--- config.mk ---
export PLATFORM = sky130hd
export DESIGN_NAME = serial_addsub5
export DESIGN_NICKNAME = d
export VERILOG_FILES = /design/src/rtl/serial_addsub5.sv
export SDC_FILE = /design/constraint.sdc
export NUM_CORES = 1
export LEC_CHECK = 0
export BUFFER_PORTS_ARGS = -buffer_cell sky130_fd_sc_hd__buf_2
export CORE_MARGIN = 4
export CORE_UTILIZATION = 53
export DETAILED_ROUTE_END_ITERATION = 12
export PLACE_DENSITY = 0.75
export SLEW_MARGIN = 20
export SYNTH_ARGS = -nofsm -noshare
export SYNTH_HDL_FRONTEND = slang
export SYNTH_SLANG_ARGS = --single-unit
export TNS_END_PERCENT = 20
--- constraint.sdc ---
create_clock -name clk -period 1.6 [get_ports clk]
set_clock_uncertainty 0.05 [all_clocks]
set_input_delay 0.32 -clock clk [delete_from_list [all_inputs] [get_ports clk]]
set_output_delay 0.32 -clock clk [all_outputs]
set_load 0.02 [all_outputs]
--- src/rtl/serial_addsub5.sv ---
// serial_addsub5: bit-serial LSB-first adder/subtractor around one registered full-adder slice,
// with valid/ready handshakes on operands and results.
module serial_addsub5 #(
  parameter int WIDTH = 5
) (
  input  logic             clk,
  input  logic             rst_n,
  input  logic             in_valid,
  output logic             in_ready,
  input  logic             op,
  input  logic [WIDTH-1:0] a,
  input  logic [WIDTH-1:0] b,
  output logic             out_valid,
  input  logic             out_ready,
  output logic [WIDTH-1:0] result,
  output logic             carry_out,
  output logic             overflow
);
  localparam int CW = (WIDTH > 1) ? $clog2(WIDTH) : 1;
  localparam logic [CW-1:0] LAST = CW'(WIDTH - 1);
  typedef enum logic [1:0] {IDLE, SHIFT, DONE} state_t;
  state_t state_q, state_d;
  logic [WIDTH-1:0] sa_q, sa_d, sb_q, sb_d, acc_q, acc_d, result_q, result_d;
  logic [CW-1:0] cnt_q, cnt_d;
  logic carry_q, carry_d, carry_out_q, carry_out_d, overflow_q, overflow_d;
  logic s, cout;
  assign s    = sa_q[0] ^ sb_q[0] ^ carry_q;
  assign cout = (sa_q[0] & sb_q[0]) | (carry_q & (sa_q[0] ^ sb_q[0]));
  always_ff @(posedge clk) begin
    if (!rst_n) begin
      state_q     <= IDLE;
      sa_q        <= '0;
      sb_q        <= '0;
      acc_q       <= '0;
      cnt_q       <= '0;
      carry_q     <= 1'b0;
      result_q    <= '0;
      carry_out_q <= 1'b0;
      overflow_q  <= 1'b0;
    end else begin
      state_q     <= state_d;
      sa_q        <= sa_d;
      sb_q        <= sb_d;
      acc_q       <= acc_d;
      cnt_q       <= cnt_d;
      carry_q     <= carry_d;
      result_q    <= result_d;
      carry_out_q <= carry_out_d;
      overflow_q  <= overflow_d;
    end
  end
  always_comb begin
    state_d = state_q;
    case (state_q)
      IDLE:    state_d = in_valid ? SHIFT : IDLE;
      SHIFT:   state_d = (cnt_q == LAST) ? DONE : SHIFT;
      DONE:    state_d = out_ready ? IDLE : DONE;
      default: state_d = IDLE;
    endcase
  end
  // Subtraction inverts b at load and seeds the carry with 1, so the slice only ever adds.
  always_comb begin
    sa_d        = sa_q;
    sb_d        = sb_q;
    acc_d       = acc_q;
    cnt_d       = cnt_q;
    carry_d     = carry_q;
    result_d    = result_q;
    carry_out_d = carry_out_q;
    overflow_d  = overflow_q;
    if (state_q == IDLE && in_valid) begin
      sa_d    = a;
      sb_d    = b ^ {WIDTH{op}};
      carry_d = op;
      cnt_d   = '0;
    end else if (state_q == SHIFT) begin
      sa_d    = sa_q >> 1;
      sb_d    = sb_q >> 1;
      acc_d   = {s, acc_q[WIDTH-1:1]};
      carry_d = cout;
      cnt_d   = cnt_q + 1'b1;
      if (cnt_q == LAST) begin
        result_d    = {s, acc_q[WIDTH-1:1]};
        carry_out_d = cout;
        overflow_d  = carry_q ^ cout;
      end
    end
  end
  always_comb begin
    in_ready  = (state_q == IDLE);
    out_valid = (state_q == DONE);
    result    = result_q;
    carry_out = carry_out_q;
    overflow  = overflow_q;
  end
endmodule

==> results.py <==
metrics = {
    "logic_synthesis": {
        "syn_avg_cell_area_um2": 9.35,
        "ys_seq_area_frac": 0.441,
        "synth_cell_type_count": 32,
        "postSynthCellCount": 131,
        "syn_nets": 149,
        "yosys_warnings": 0,
        "netlist_area_um2": 1220,
        "synthFlopType": "dfxtp_1",
        "synth-edff-count": 0,
        "ys_async_sr_fraction": 0,
        "synth-seq-cells": 27,
    },
    "timing": {
        "setup_violations": 0,
        "hold_viol_final": 0,
        "fin_tns_setup_ps": 0,
        "finalMaxSlewViolations": 0,
        "period_needed_ps": 1510,
        "clock.fmax_ghz": 0.664,
        "rsz0062_at_grt": "no",
        "min_period_over_period": 0.941,
        "slew_headroom": 0.735,
        "worstMarginPinSlew_ps": 396,
    },
    "pwr": {
        "power.leakage_uw": 0.000566,
        "powerDensity_nw_per_um2": 869,
        "vdd_drop_max_mv": 0.641,
    },
    "clocking": {
        "cts-hold-fix-buffers": 0,
        "cts_buffer_depth": 2,
        "cts-root-buf": "clkbuf_4",
        "clkTransAtPathRegs_ps": 160,
        "cts_tree": "built",
        "cts_setup_buffers": 0,
        "numCtsBuffers": 3,
        "htreeDepth": 1,
        "clock-sinks": 27,
        "clock_latency_ps": 340,
    },
    "critical_path": {
        "critPathMaxStageDelay_ps": 440,
        "crit_fanout": 14,
        "path_class": "register to output pin",
        "cp.required_ps": 1230,
        "crit_arrival_ps": 1140,
        "crit_path_top_delay_cell": "dfxtp_4",
        "crit_path_start_kind": "register",
        "crit_chain": "nor2b_2 -> buf_2",
        "worstSetupEndpointType": "output pin",
    },
    "route": {
        "dr.pass1.iters": 4,
        "wl_per_cell_um": 12.9,
        "drtIter0Drc": 12,
        "drtAntennaViolNets": 0,
        "routed_wl_um": 2330,
        "drc_errors": 0,
        "viasPerCell": 5.17,
        "routed-via-count": 936,
    },
    "final_layout": {
        "diodes": 0,
        "drive_gt1_frac": 0.235,
        "area_growth_pct": 13.6,
        "fillers": 211,
        "finalInstanceArea_um2": 1390,
        "fin_util": 0.629,
        "fin_nets": 172,
    },
    "die": {
        "core_um2": 2210,
        "initial_core_util": 0.554,
        "die_w_um": 56.1,
        "rows": 17,
        "ios": 24,
        "die_y_um": 56.1,
        "die_area_um2": 3140,
    },
    "place": {
        "gp_congestion": 0.742,
        "hpwl_um": 1720,
        "placed_area_um2": 1350,
        "portBuffers": 23,
    },
    "flow_run": {
        "max_cap_violations": 0,
    },
    "global_routing": {
        "overflow": 0,
        "grt_pass1_wl_um": 4190,
        "antenna_found_initial": 0,
        "gr-usage-all-layers": 0.166,
        "grt_max_degree": 25,
        "grt_pass1_vias": 895,
    },
    "status": {
        "status": "complete, no violations",
    },
    "hold_path": {
        "hold_class": "primary input to register",
    },
}
cells by family after synthesis:
kind of cell               after synthesis  synth area share
and+or+nand+nor                         48             0.206
AOI/OAI and AO/OA                       29             0.168
DFF                                     27             0.441
buffers and inverters                   10            0.0419
xor gates and xnor gates                 8            0.0572
muxes                                    6            0.0490
adders and majority gates                3            0.0368
through the flow:
stage / setup WS [ps] / instances / power [µW] / hold slack (ps)
after floorplan: 281 / 131 / 865 / 381
after CTS: 16.0 / 181 / 1220 / 204
after global placement: 196 / 177 / 911 / 386
after detailed placement: 139 / 177 / 918 / 401
after global routing: 7.96 / 181 / 1280 / 189
final: 94.3 / 181 / 1210 / 209
worst max-delay path, delay by kind of cell, from the launching register on:
family                 cells  cell delay [ps]
buffers and inverters      1              170
and+or+nand+nor            1              180
DFF                        1              440
flip-flops by register name (all words and copies together) (netlist names):
signal,cells
result,5
cnt_q,3
sb_q,5
acc_q,4
overflow,1
state_q,2
sa_q,5
carry_q,1
carry_out,1
per-layer routing:
| layer | wire length [µm] | global-route usage | part of all wire | vias to the layer above |
|---|---|---|---|---|
| li1 | - | - | - | 488 |
| met1 | 1170 | 0.223 | 0.50 | 428 |
| met2 | 1040 | 0.259 | 0.45 | 15 |
| met3 | 76 | 0.0302 | 0.033 | 5 |
| met4 | 47 | 0.0712 | 0.020 | 0 |
| met5 | 0 | 0 | 0 | - |
report_power, final:
part / switching (µW) / leakage [µW] / internal (µW) / total, µW
clock: 212 / 0.0000139 / 95.9 / 308
combinational: 85.1 / 0.000331 / 83.8 / 169
sequential: 28.6 / 0.000221 / 704 / 732
total: 326 / 0.000566 / 883 / 1210
cell usage after synthesis, types with 2 or more instances:
library cell | number | area share
nand2_1 | 16 | 0.049
xor2_1 | 2 | 0.014
inv_1 | 2 | 0.0061
mux2i_1 | 6 | 0.049
xnor2_1 | 6 | 0.043
dfxtp_1 | 27 | 0.44
a21boi_1 | 4 | 0.025
a221o_1 | 4 | 0.033
a21oi_1 | 10 | 0.041
o21a_1 | 2 | 0.012
buf_4 | 3 | 0.018
o21ai_0 | 3 | 0.012
nor2b_1 | 12 | 0.061
ha_1 | 2 | 0.020
nor2_1 | 11 | 0.034
o221a_2 | 2 | 0.018
clkbuf_1 | 3 | 0.0092
buf_2 | 2 | 0.0082
what timing repair did:
action                                  CTS  global route
hold endpoints to repair                  0             0
endpoints found under the setup margin    1             1
resized for setup                         2             2
layout by cell type, fill, tap and decap left out:
cell	Yosys	layout
nor2_1	11	11
clkinvlp_4	0	1
nand2_1	16	16
o21bai_1	1	1
nor2b_2	0	1
dfxtp_1	27	25
clkbuf_4	0	3
nand3_1	1	1
dfxtp_4	0	1
nand2b_1	1	1
fa_1	1	1
a21oi_1	10	10
a22oi_1	1	1
a221o_1	4	4
xor2_1	2	2
o221a_2	2	2
and3b_1	1	1
mux2i_1	6	6
nor2b_1	12	11
dfxtp_2	0	1
nor3b_2	1	1
o211a_1	1	1
a21boi_1	4	4
inv_1	2	2
nand3b_1	1	1
or3b_1	1	1
a21boi_0	1	1
and2_1	1	1
nand4bb_1	1	1
and4b_1	1	1
buf_2	2	23
o21a_1	2	2
buf_4	3	3
ha_1	2	2
xnor2_1	6	6
o21ai_0	3	3
final timing paths:
| path | startpoint | slack [ps] | end | cells after the start |
|---|---|---|---|---|
| setup reg to reg | sa_q[0]$_SDFFE_PN0P_ | 200 | carry_q$_SDFFE_PN0P_ | 4 |
| setup / recovery | state_q[1]$_SDFF_PN0_ | 90 | out_valid | 2 |
| hold reg to reg | sa_q[3]$_SDFFE_PN0P_ | 420 | sa_q[2]$_SDFFE_PN0P_ | 2 |
| hold / removal | a[4] | 210 | sa_q[4]$_SDFFE_PN0P_ | 3 |
cell type report:
cell class / count / area [µm²] / area share
multi-input cells: 94 / 636 / 0.457
repair buffers: 26 / 138 / 0.0989
inverters: 2 / 7.51 / 0.00540
well taps: 28 / 35.0 / 0.0252
clock buffers: 3 / 22.5 / 0.0162
clock inverters: 1 / 7.51 / 0.00540
flip-flops and latches: 27 / 546 / 0.392
(Power assumes the default switching activity.)
